File: src/rtl/alu_issue_if.sv
// ----------------------------------------------------------------------------
// alu_issue_if : request, alu32 and result buses of the ALU issue unit
// Revision     : 1.0
// ----------------------------------------------------------------------------
`default_nettype none

interface alu_issue_if #(
  parameter int N = 32,
  parameter int M = 5
);
  logic         in_valid;
  logic         in_ready;
  logic [5:0]   in_funct;
  logic [M-1:0] in_shamt;
  logic [N-1:0] in_rs;
  logic [N-1:0] in_rt;
  logic [N-1:0] alu_a;
  logic [N-1:0] alu_b;
  logic [3:0]   alu_op;
  logic [N-1:0] alu_y;
  logic         out_valid;
  logic         out_ready;
  logic [N-1:0] out_result;
  logic         out_err;

  // Environment side: decode stage, external alu32 and writeback consumer
  modport master (
    output in_valid, in_funct, in_shamt, in_rs, in_rt, alu_y, out_ready,
    input  in_ready, alu_a, alu_b, alu_op, out_valid, out_result, out_err
  );

  modport slave (
    input  in_valid, in_funct, in_shamt, in_rs, in_rt, alu_y, out_ready,
    output in_ready, alu_a, alu_b, alu_op, out_valid, out_result, out_err
  );
endinterface

`default_nettype wire

File: src/rtl/alu_issue_unit.sv
// ----------------------------------------------------------------------------
// alu_issue_unit : decodes MIPS R-type funct for alu32, queues results in FIFO
// Revision       : 1.0
// ----------------------------------------------------------------------------
`default_nettype none

module alu_issue_unit #(
  parameter int N     = 32,
  parameter int M     = 5,
  parameter int DEPTH = 2
) (
  input  wire logic  clk,
  input  wire logic  rst,
  alu_issue_if.slave bus
);
  localparam int                c_ptr_w = $clog2(DEPTH);
  localparam logic [c_ptr_w:0]  c_full  = (c_ptr_w + 1)'(DEPTH);

  typedef enum logic [0:0] {IDLE = 1'b0, EXEC = 1'b1} state_t;

  state_t             r_state, w_state_nxt;
  logic [N-1:0]       r_alu_a, r_alu_b;
  logic [3:0]         r_alu_op;
  logic               r_err;
  logic [N-1:0]       r_mem_res [DEPTH];
  logic               r_mem_err [DEPTH];
  logic [c_ptr_w-1:0] r_wr_ptr, r_rd_ptr;
  logic [c_ptr_w:0]   r_count;
  logic [N-1:0]       r_last_res;
  logic               r_last_err;

  logic               w_accept, w_push, w_pop, w_not_empty;
  logic [N-1:0]       w_a, w_b;
  logic [3:0]         w_op;
  logic               w_err;

  assign bus.in_ready = ~rst & (r_state == IDLE) & (r_count < c_full);
  assign w_accept     = bus.in_valid & bus.in_ready;
  assign w_push       = (r_state == EXEC);
  assign w_not_empty  = (r_count != '0);
  assign w_pop        = w_not_empty & bus.out_ready;

  always_ff @(posedge clk or posedge rst) begin
    if (rst) r_state <= IDLE;
    else     r_state <= w_state_nxt;
  end

  always_comb begin
    w_state_nxt = r_state;
    case (r_state)
      IDLE:    if (w_accept) w_state_nxt = EXEC;
      EXEC:    w_state_nxt = IDLE;
      default: w_state_nxt = IDLE;
    endcase
  end

  // Shifts take the shifted value from rt; variable shifts take amount from rs
  always_comb begin
    w_op  = 4'b0000;
    w_a   = '0;
    w_b   = '0;
    w_err = 1'b0;
    case (bus.in_funct)
      6'h20, 6'h21: begin w_op = 4'b0100; w_a = bus.in_rs; w_b = bus.in_rt; end
      6'h22, 6'h23: begin w_op = 4'b0101; w_a = bus.in_rs; w_b = bus.in_rt; end
      6'h24:        begin w_op = 4'b1010; w_a = bus.in_rs; w_b = bus.in_rt; end
      6'h25:        begin w_op = 4'b1000; w_a = bus.in_rs; w_b = bus.in_rt; end
      6'h26:        begin w_op = 4'b1011; w_a = bus.in_rs; w_b = bus.in_rt; end
      6'h00: begin w_op = 4'b1100; w_a = bus.in_rt; w_b = {{(N-M){1'b0}}, bus.in_shamt}; end
      6'h02: begin w_op = 4'b1101; w_a = bus.in_rt; w_b = {{(N-M){1'b0}}, bus.in_shamt}; end
      6'h03: begin w_op = 4'b1110; w_a = bus.in_rt; w_b = {{(N-M){1'b0}}, bus.in_shamt}; end
      6'h04: begin w_op = 4'b1100; w_a = bus.in_rt; w_b = {{(N-M){1'b0}}, bus.in_rs[M-1:0]}; end
      6'h06: begin w_op = 4'b1101; w_a = bus.in_rt; w_b = {{(N-M){1'b0}}, bus.in_rs[M-1:0]}; end
      6'h07: begin w_op = 4'b1110; w_a = bus.in_rt; w_b = {{(N-M){1'b0}}, bus.in_rs[M-1:0]}; end
      6'h18:        begin w_op = 4'b0110; w_a = bus.in_rs; w_b = bus.in_rt; end
      default:      w_err = 1'b1;
    endcase
  end

  always_ff @(posedge clk or posedge rst) begin
    if (rst) begin
      r_alu_a  <= '0;
      r_alu_b  <= '0;
      r_alu_op <= 4'b0000;
      r_err    <= 1'b0;
    end else if (w_accept) begin
      r_alu_a  <= w_a;
      r_alu_b  <= w_b;
      r_alu_op <= w_op;
      r_err    <= w_err;
    end
  end

  assign bus.alu_a  = r_alu_a;
  assign bus.alu_b  = r_alu_b;
  assign bus.alu_op = r_alu_op;

  always_ff @(posedge clk or posedge rst) begin
    if (rst) begin
      for (int i = 0; i < DEPTH; i++) begin
        r_mem_res[i] <= '0;
        r_mem_err[i] <= 1'b0;
      end
      r_wr_ptr   <= '0;
      r_rd_ptr   <= '0;
      r_count    <= '0;
      r_last_res <= '0;
      r_last_err <= 1'b0;
    end else begin
      if (w_push) begin
        r_mem_res[r_wr_ptr] <= r_err ? '0 : bus.alu_y;
        r_mem_err[r_wr_ptr] <= r_err;
        r_wr_ptr            <= r_wr_ptr + c_ptr_w'(1);
      end
      if (w_pop) begin
        r_last_res <= r_mem_res[r_rd_ptr];
        r_last_err <= r_mem_err[r_rd_ptr];
        r_rd_ptr   <= r_rd_ptr + c_ptr_w'(1);
      end
      case ({w_push, w_pop})
        2'b10:   r_count <= r_count + (c_ptr_w + 1)'(1);
        2'b01:   r_count <= r_count - (c_ptr_w + 1)'(1);
        default: r_count <= r_count;
      endcase
    end
  end

  // When empty, the head outputs keep showing the most recently popped entry
  assign bus.out_valid  = w_not_empty;
  assign bus.out_result = w_not_empty ? r_mem_res[r_rd_ptr] : r_last_res;
  assign bus.out_err    = w_not_empty ? r_mem_err[r_rd_ptr] : r_last_err;

endmodule

`default_nettype wire

File: src/flat_wrapper.sv
// flat-port wrapper written by rule: the top's interface ports become plain ports
module alu_issue_unit_flat 
#(
  parameter int N     = 32,
  parameter int M     = 5,
  parameter int DEPTH = 2
)
  (clk, rst, bus_in_valid, bus_in_funct, bus_in_shamt, bus_in_rs, bus_in_rt, bus_alu_y, bus_out_ready, bus_in_ready, bus_alu_a, bus_alu_b, bus_alu_op, bus_out_valid, bus_out_result, bus_out_err);
  alu_issue_if #(.N(N), .M(M)) bus_i ();
  input  wire logic clk;
  input  wire logic rst;
  input wire logic [$bits(bus_i.in_valid)-1:0] bus_in_valid;
  input wire logic [$bits(bus_i.in_funct)-1:0] bus_in_funct;
  input wire logic [$bits(bus_i.in_shamt)-1:0] bus_in_shamt;
  input wire logic [$bits(bus_i.in_rs)-1:0] bus_in_rs;
  input wire logic [$bits(bus_i.in_rt)-1:0] bus_in_rt;
  input wire logic [$bits(bus_i.alu_y)-1:0] bus_alu_y;
  input wire logic [$bits(bus_i.out_ready)-1:0] bus_out_ready;
  output wire logic [$bits(bus_i.in_ready)-1:0] bus_in_ready;
  output wire logic [$bits(bus_i.alu_a)-1:0] bus_alu_a;
  output wire logic [$bits(bus_i.alu_b)-1:0] bus_alu_b;
  output wire logic [$bits(bus_i.alu_op)-1:0] bus_alu_op;
  output wire logic [$bits(bus_i.out_valid)-1:0] bus_out_valid;
  output wire logic [$bits(bus_i.out_result)-1:0] bus_out_result;
  output wire logic [$bits(bus_i.out_err)-1:0] bus_out_err;
  assign bus_i.in_valid = bus_in_valid;
  assign bus_i.in_funct = bus_in_funct;
  assign bus_i.in_shamt = bus_in_shamt;
  assign bus_i.in_rs = bus_in_rs;
  assign bus_i.in_rt = bus_in_rt;
  assign bus_i.alu_y = bus_alu_y;
  assign bus_i.out_ready = bus_out_ready;
  assign bus_in_ready = bus_i.in_ready;
  assign bus_alu_a = bus_i.alu_a;
  assign bus_alu_b = bus_i.alu_b;
  assign bus_alu_op = bus_i.alu_op;
  assign bus_out_valid = bus_i.out_valid;
  assign bus_out_result = bus_i.out_result;
  assign bus_out_err = bus_i.out_err;
  alu_issue_unit #(.N(N), .M(M), .DEPTH(DEPTH)) u_core (.clk(clk), .rst(rst), .bus(bus_i));
endmodule
File: config.mk
export PLATFORM = sky130hd
export DESIGN_NAME = alu_issue_unit_flat
export DESIGN_NICKNAME = d
export VERILOG_FILES = /design/src/rtl/alu_issue_if.sv /design/src/rtl/alu_issue_unit.sv /design/src/flat_wrapper.sv
export SDC_FILE = /design/constraint.sdc
export NUM_CORES = 1
export LEC_CHECK = 0
export CELL_PAD_IN_SITES_DETAIL_PLACEMENT = 1
export CELL_PAD_IN_SITES_GLOBAL_PLACEMENT = 1
export CORE_UTILIZATION = 30
export DETAILED_ROUTE_END_ITERATION = 10
export PLACE_DENSITY = 0.78
export SYNTH_ARGS = -nofsm -noshare
export SYNTH_HDL_FRONTEND = slang
export SYNTH_SLANG_ARGS = --single-unit
File: constraint.sdc
create_clock -name clk -period 16.6 [get_ports clk]
set_input_delay 2.49 -clock clk [delete_from_list [all_inputs] [get_ports clk]]
set_output_delay 2.49 -clock clk [all_outputs]
set_load 0.005 [all_outputs]
Word-level counts from Yosys, hierarchy flattened
Index checks and enable logic that the tools add are counted.
{"block": "word_totals", "reg_bits": 173, "in_bits": 111, "output_inout_bits": 103, "elab_cells": 81}
{"block": "classes", "add_sub_neg": 4, "magnitude_cmp": 4, "eq_ne": 15, "mux": 22, "n_bitwise": 8, "reduce_logical": 14}
{"op": "$mux W32", "count": 6}
{"op": "$pmux W32 S3", "count": 1}
{"op": "$bwmux W64", "count": 1}
{"op": "$pmux W32 S2", "count": 1}
{"op": "$eq A6 B6 Y1 const B", "count": 7}
{"op": "$pmux W4 S9", "count": 1}
{"op": "$demux W32 S1", "count": 1}
{"op": "$eq A6 B3 Y1 const B", "count": 3}
{"op": "$reduce_or A14 Y1", "count": 1}
{"op": "$eq A6 B2 Y1 const B", "count": 2}
{"op": "$reduce_or A2 Y1", "count": 5}
{"op": "$reduce_or A8 Y1", "count": 1}
{"op": "$mux W1", "count": 7}
{"op": "$eq A6 B5 Y1 const B", "count": 1}
{"op": "$logic_not A6 Y1", "count": 1}
{"op": "$reduce_or A3 Y1", "count": 2}
{"op": "$reduce_or A6 Y1", "count": 1}
{"op": "$and A1 B1 Y1", "count": 4}
{"op": "$ge A2 B2 Y1 const B", "count": 2}
{"op": "$not A1 Y2", "count": 2}
{"op": "$pmux W2 S2", "count": 1}
{"op": "$reduce_bool A2 Y1", "count": 2}
{"op": "$add A1 B1 Y1 const B", "count": 2}
{"op": "$add A2 B1 Y2 const B", "count": 1}
{"op": "other kinds (10)", "count": 11}

Longest topological paths before layout
{"block": "depth", "depth_word": 6, "depth_mapped": 9, "depth_no_buf": 7}

Worst setup path before layout
Ideal clock, no wire load.
{"block": "synth_timing", "path_type": "in2out", "start": "in rst", "end": "out bus_in_ready", "t_arrival_ns": 2.653, "required_time_ns": 14.110, "slack_ns": 11.457, "stages": 1, "n_path_buf": 0, "cell_sequence": "nor3_2"}
{"block": "synth_via", "elab_chain_cells": 3}
{"element": "start, declared", "line": "flat_wrapper.sv:11", "rtl": "input wire logic rst;"}
{"element": "$not A1 Y1", "line": "alu_issue_unit.sv:37", "rtl": "assign bus.in_ready = ~rst & (r_state == IDLE) & (r_count < c_full);"}
{"element": "$and A1 B1 Y1 (2 in a row)", "line": "alu_issue_unit.sv:37"}
{"element": "end, declared", "line": "flat_wrapper.sv:19", "rtl": "output wire logic [$bits(bus_i.in_ready)-1:0] bus_in_ready;"}
Every way passes these cells.

Final worst setup path
Ends and elaborated chain as after synthesis.

==> metrics.yaml <==
status:
  status: "complete, no violations"
detailed_routing:
  drtIter0Drc: 280
  drc: 0
  wl_mm: 24.4
  ant_nets: 0
  vias: 6807
  vias_per_cell: 4.93
  post_drt_wl_per_cell_um: 17.6
  first_pass_iters: 4
yosys:
  ys_seq_area_frac: 0.544
  ys.warnings.count: 0
  syn-num-nets: 969
  synth_flop_cell: "dfrtp_1"
  synth_most_common_cell: "dfrtp_1"
  yosysTopAreaCellShare: 0.544
  avgSynthCellArea_sq_um: 9.28
  synthCells: 857
  yosys.area.top_type: "dfrtp_1"
  synth_area_sq_mm: 0.00795
  ys_ff_latch: 173
  synthTopCellsByCount: "dfrtp_1 (173), nor2_1 (127), a21oi_1 (109)"
  async_flop_share: 1.00
  synth_area_leaders: "dfrtp_1 (54%), a21oi_1 (6.9%), o21ai_0 (6.2%), nor2_1 (6.0%), nand2_1 (4.9%)"
  ys_types: 40
  synth-edff-count: 0
placed_design:
  port_buffers: 213
  hpwl_mm: 15.6
  gpl.final_weighted_congestion: 0.758
final_layout:
  fin_util: 0.421
  nets: 1144
  synthToLayoutAreaGrowth_pct: 37.9
  drive_gt1_frac: 0.0813
  diodes: 0
critical_path:
  path_delay_family: "buffers and inverters"
  cp-start-kind: "input pin"
  path_class: "in -> out"
  path_cells: "clkdlybuf4s50_1 -> nor3_2 -> clkdlybuf4s50_1"
  cp.required_ps: 14110
  crit_arrival_ps: 3750
  max_stage_delay_ps: 540
  cpMaxStageDelayCell: "clkdlybuf4s50_1"
  crit_path_max_fanout: 2
  worst-path-buf-inv: 2
  cp-end-kind: "output port"
  crit_top_cell: "clkdlybuf4s50_1"
clock_network:
  cts_tree: "done"
  cts_num_sinks: 173
  cts_buffers: 17
  cts_hold_buffers: 0
  clk_path_buf_depth: 2
  cts_setup_buffers: 0
  clk-insertion-delay-late_ps: 440
  cts_resized: 0
  htreeDepth: 4
  clk_pin_slew_ps: 60
  root_buffer: "clkbuf_16"
sta:
  fmax_mhz: 160
  post-route-period-util: 0.376
  rsz0062_at_grt: "false"
  slew_viol_final: 0
  hold_viol_final: 0
  slew_headroom: 0.323
  tns_ps: 0
  setup_viol_count_final: 0
  worstMarginPinSlew_ps: 1020
  fin_crit_ps: 6240
  fin_skew_ps: 16.0
die:
  core-area_sq_mm: 0.0261
  die_h_um: 165
  die_area_sq_mm: 0.0272
  initial_core_util: 0.305
  die_w_um: 165
  rows: 59
  ioPinCount: 214
global_route:
  grt_max_degree: 104
  antenna_found_initial: 0
  grt_pass1_wl_mm: 39.1
  grt_use_total: 0.185
  grt_pass1_vias: 7315
  overflow: 0
pwr:
  p_leak_uw: 0.00467
  vdd_drop_max_uv: 108
  power_density_mw_per_mm2: 186
run:
  drv_cap: 0
min_path:
  hold_class: "reg -> reg"
[placed cells by master, fill, tap and decap left out, types with 2 or more instances in the layout]
master / n
clkbuf_16: 17
nand2_2: 4
inv_1: 4
a21oi_1: 109
nand3_1: 2
nand2_1: 102
buf_4: 12
dfrtp_1: 172
inv_8: 3
nor3_2: 21
nor2b_1: 2
nand4_1: 37
nor2_1: 127
nor3_1: 7
xnor2_1: 4
o21ai_0: 99
bufinv_16: 5
mux2i_1: 33
clkdlybuf4s50_1: 213
xor2_1: 2
inv_6: 5
mux2_2: 7
o31ai_1: 2
a211oi_4: 2
nand2b_1: 32
[logic make-up (layout without fill, tap and decap cells)]
kind of cell,Yosys count,after routing,synth area share
flip-flops,173,173,0.544
multiplexers,40,40,0.0514
buffers and inverters,75,263,0.0437
AND/OR/NAND/NOR,342,342,0.206
AO/OA/AOI/OAI,220,220,0.146
XOR/XNOR,6,6,0.00661
adder cells (fa/ha/maj),1,1,0.00157
[state kept, by name, indices dropped and copies added, names as in the netlist, 2 cells and up]
signal / cells
u_core.bus.alu_b: 32
u_core.r_mem_err: 2
u_core.bus.alu_a: 32
u_core.r_last_res: 32
u_core.r_count: 2
u_core.bus.alu_op: 4
u_core.r_mem_res: 64
[layer usage]
layer  vias to the layer above  global-route usage  share of wire
met5                         -                   0              0
met4                         0              0.0517          0.014
met3                        25              0.0784          0.088
met2                       186               0.309           0.48
met1                      3336               0.217           0.42
li1                       3260                   -              -
[metrics by stage]
step / area (sq um) / hold WS [ps] / cells / setup WS, ps / power, uW
global placement: 10300 / 460 / 1348 / 10390 / 1550
floorplan: 7950 / 449 / 857 / 9420 / 1110
CTS: 11000 / 482 / 1380 / 10350 / 2070
detailed placement: 10300 / 466 / 1348 / 10340 / 1580
finish: 11000 / 477 / 1380 / 10360 / 2030
global route: 11000 / 498 / 1380 / 10280 / 2180
[where the power goes]
group | internal (uW) | switching (uW) | total [uW]
logic | 463 | 391 | 854
registers | 602 | 109 | 711
clock network | 278 | 191 | 469
total | 1340 | 691 | 2030
[layout make-up]
cell class	instances	area, sq um
fillers	2959	15100
clock inverters	14	243
well taps	335	419
repair buffers	225	2220
inverters	6	27.5
multi-input cells	609	3280
flip-flops and latches	173	4330
clock buffers	18	439
[worst paths after layout]
path,start,to,slack [ps],cells past startpoint
max,rst,bus_in_ready,10360,3
max reg2reg,u_core.r_count[1],u_core.r_count[1],13980,8
min in group asynchronous,rst,u_core.r_mem_res[38],2700,2
max in group asynchronous,rst,u_core.bus.alu_b[13],12310,3
min,u_core.bus.alu_op[3],u_core.bus.alu_op[3],480,1
min reg2reg,u_core.bus.alu_op[3],u_core.bus.alu_op[3],480,1
No activity file was read; power rests on OpenSTA's default activity.
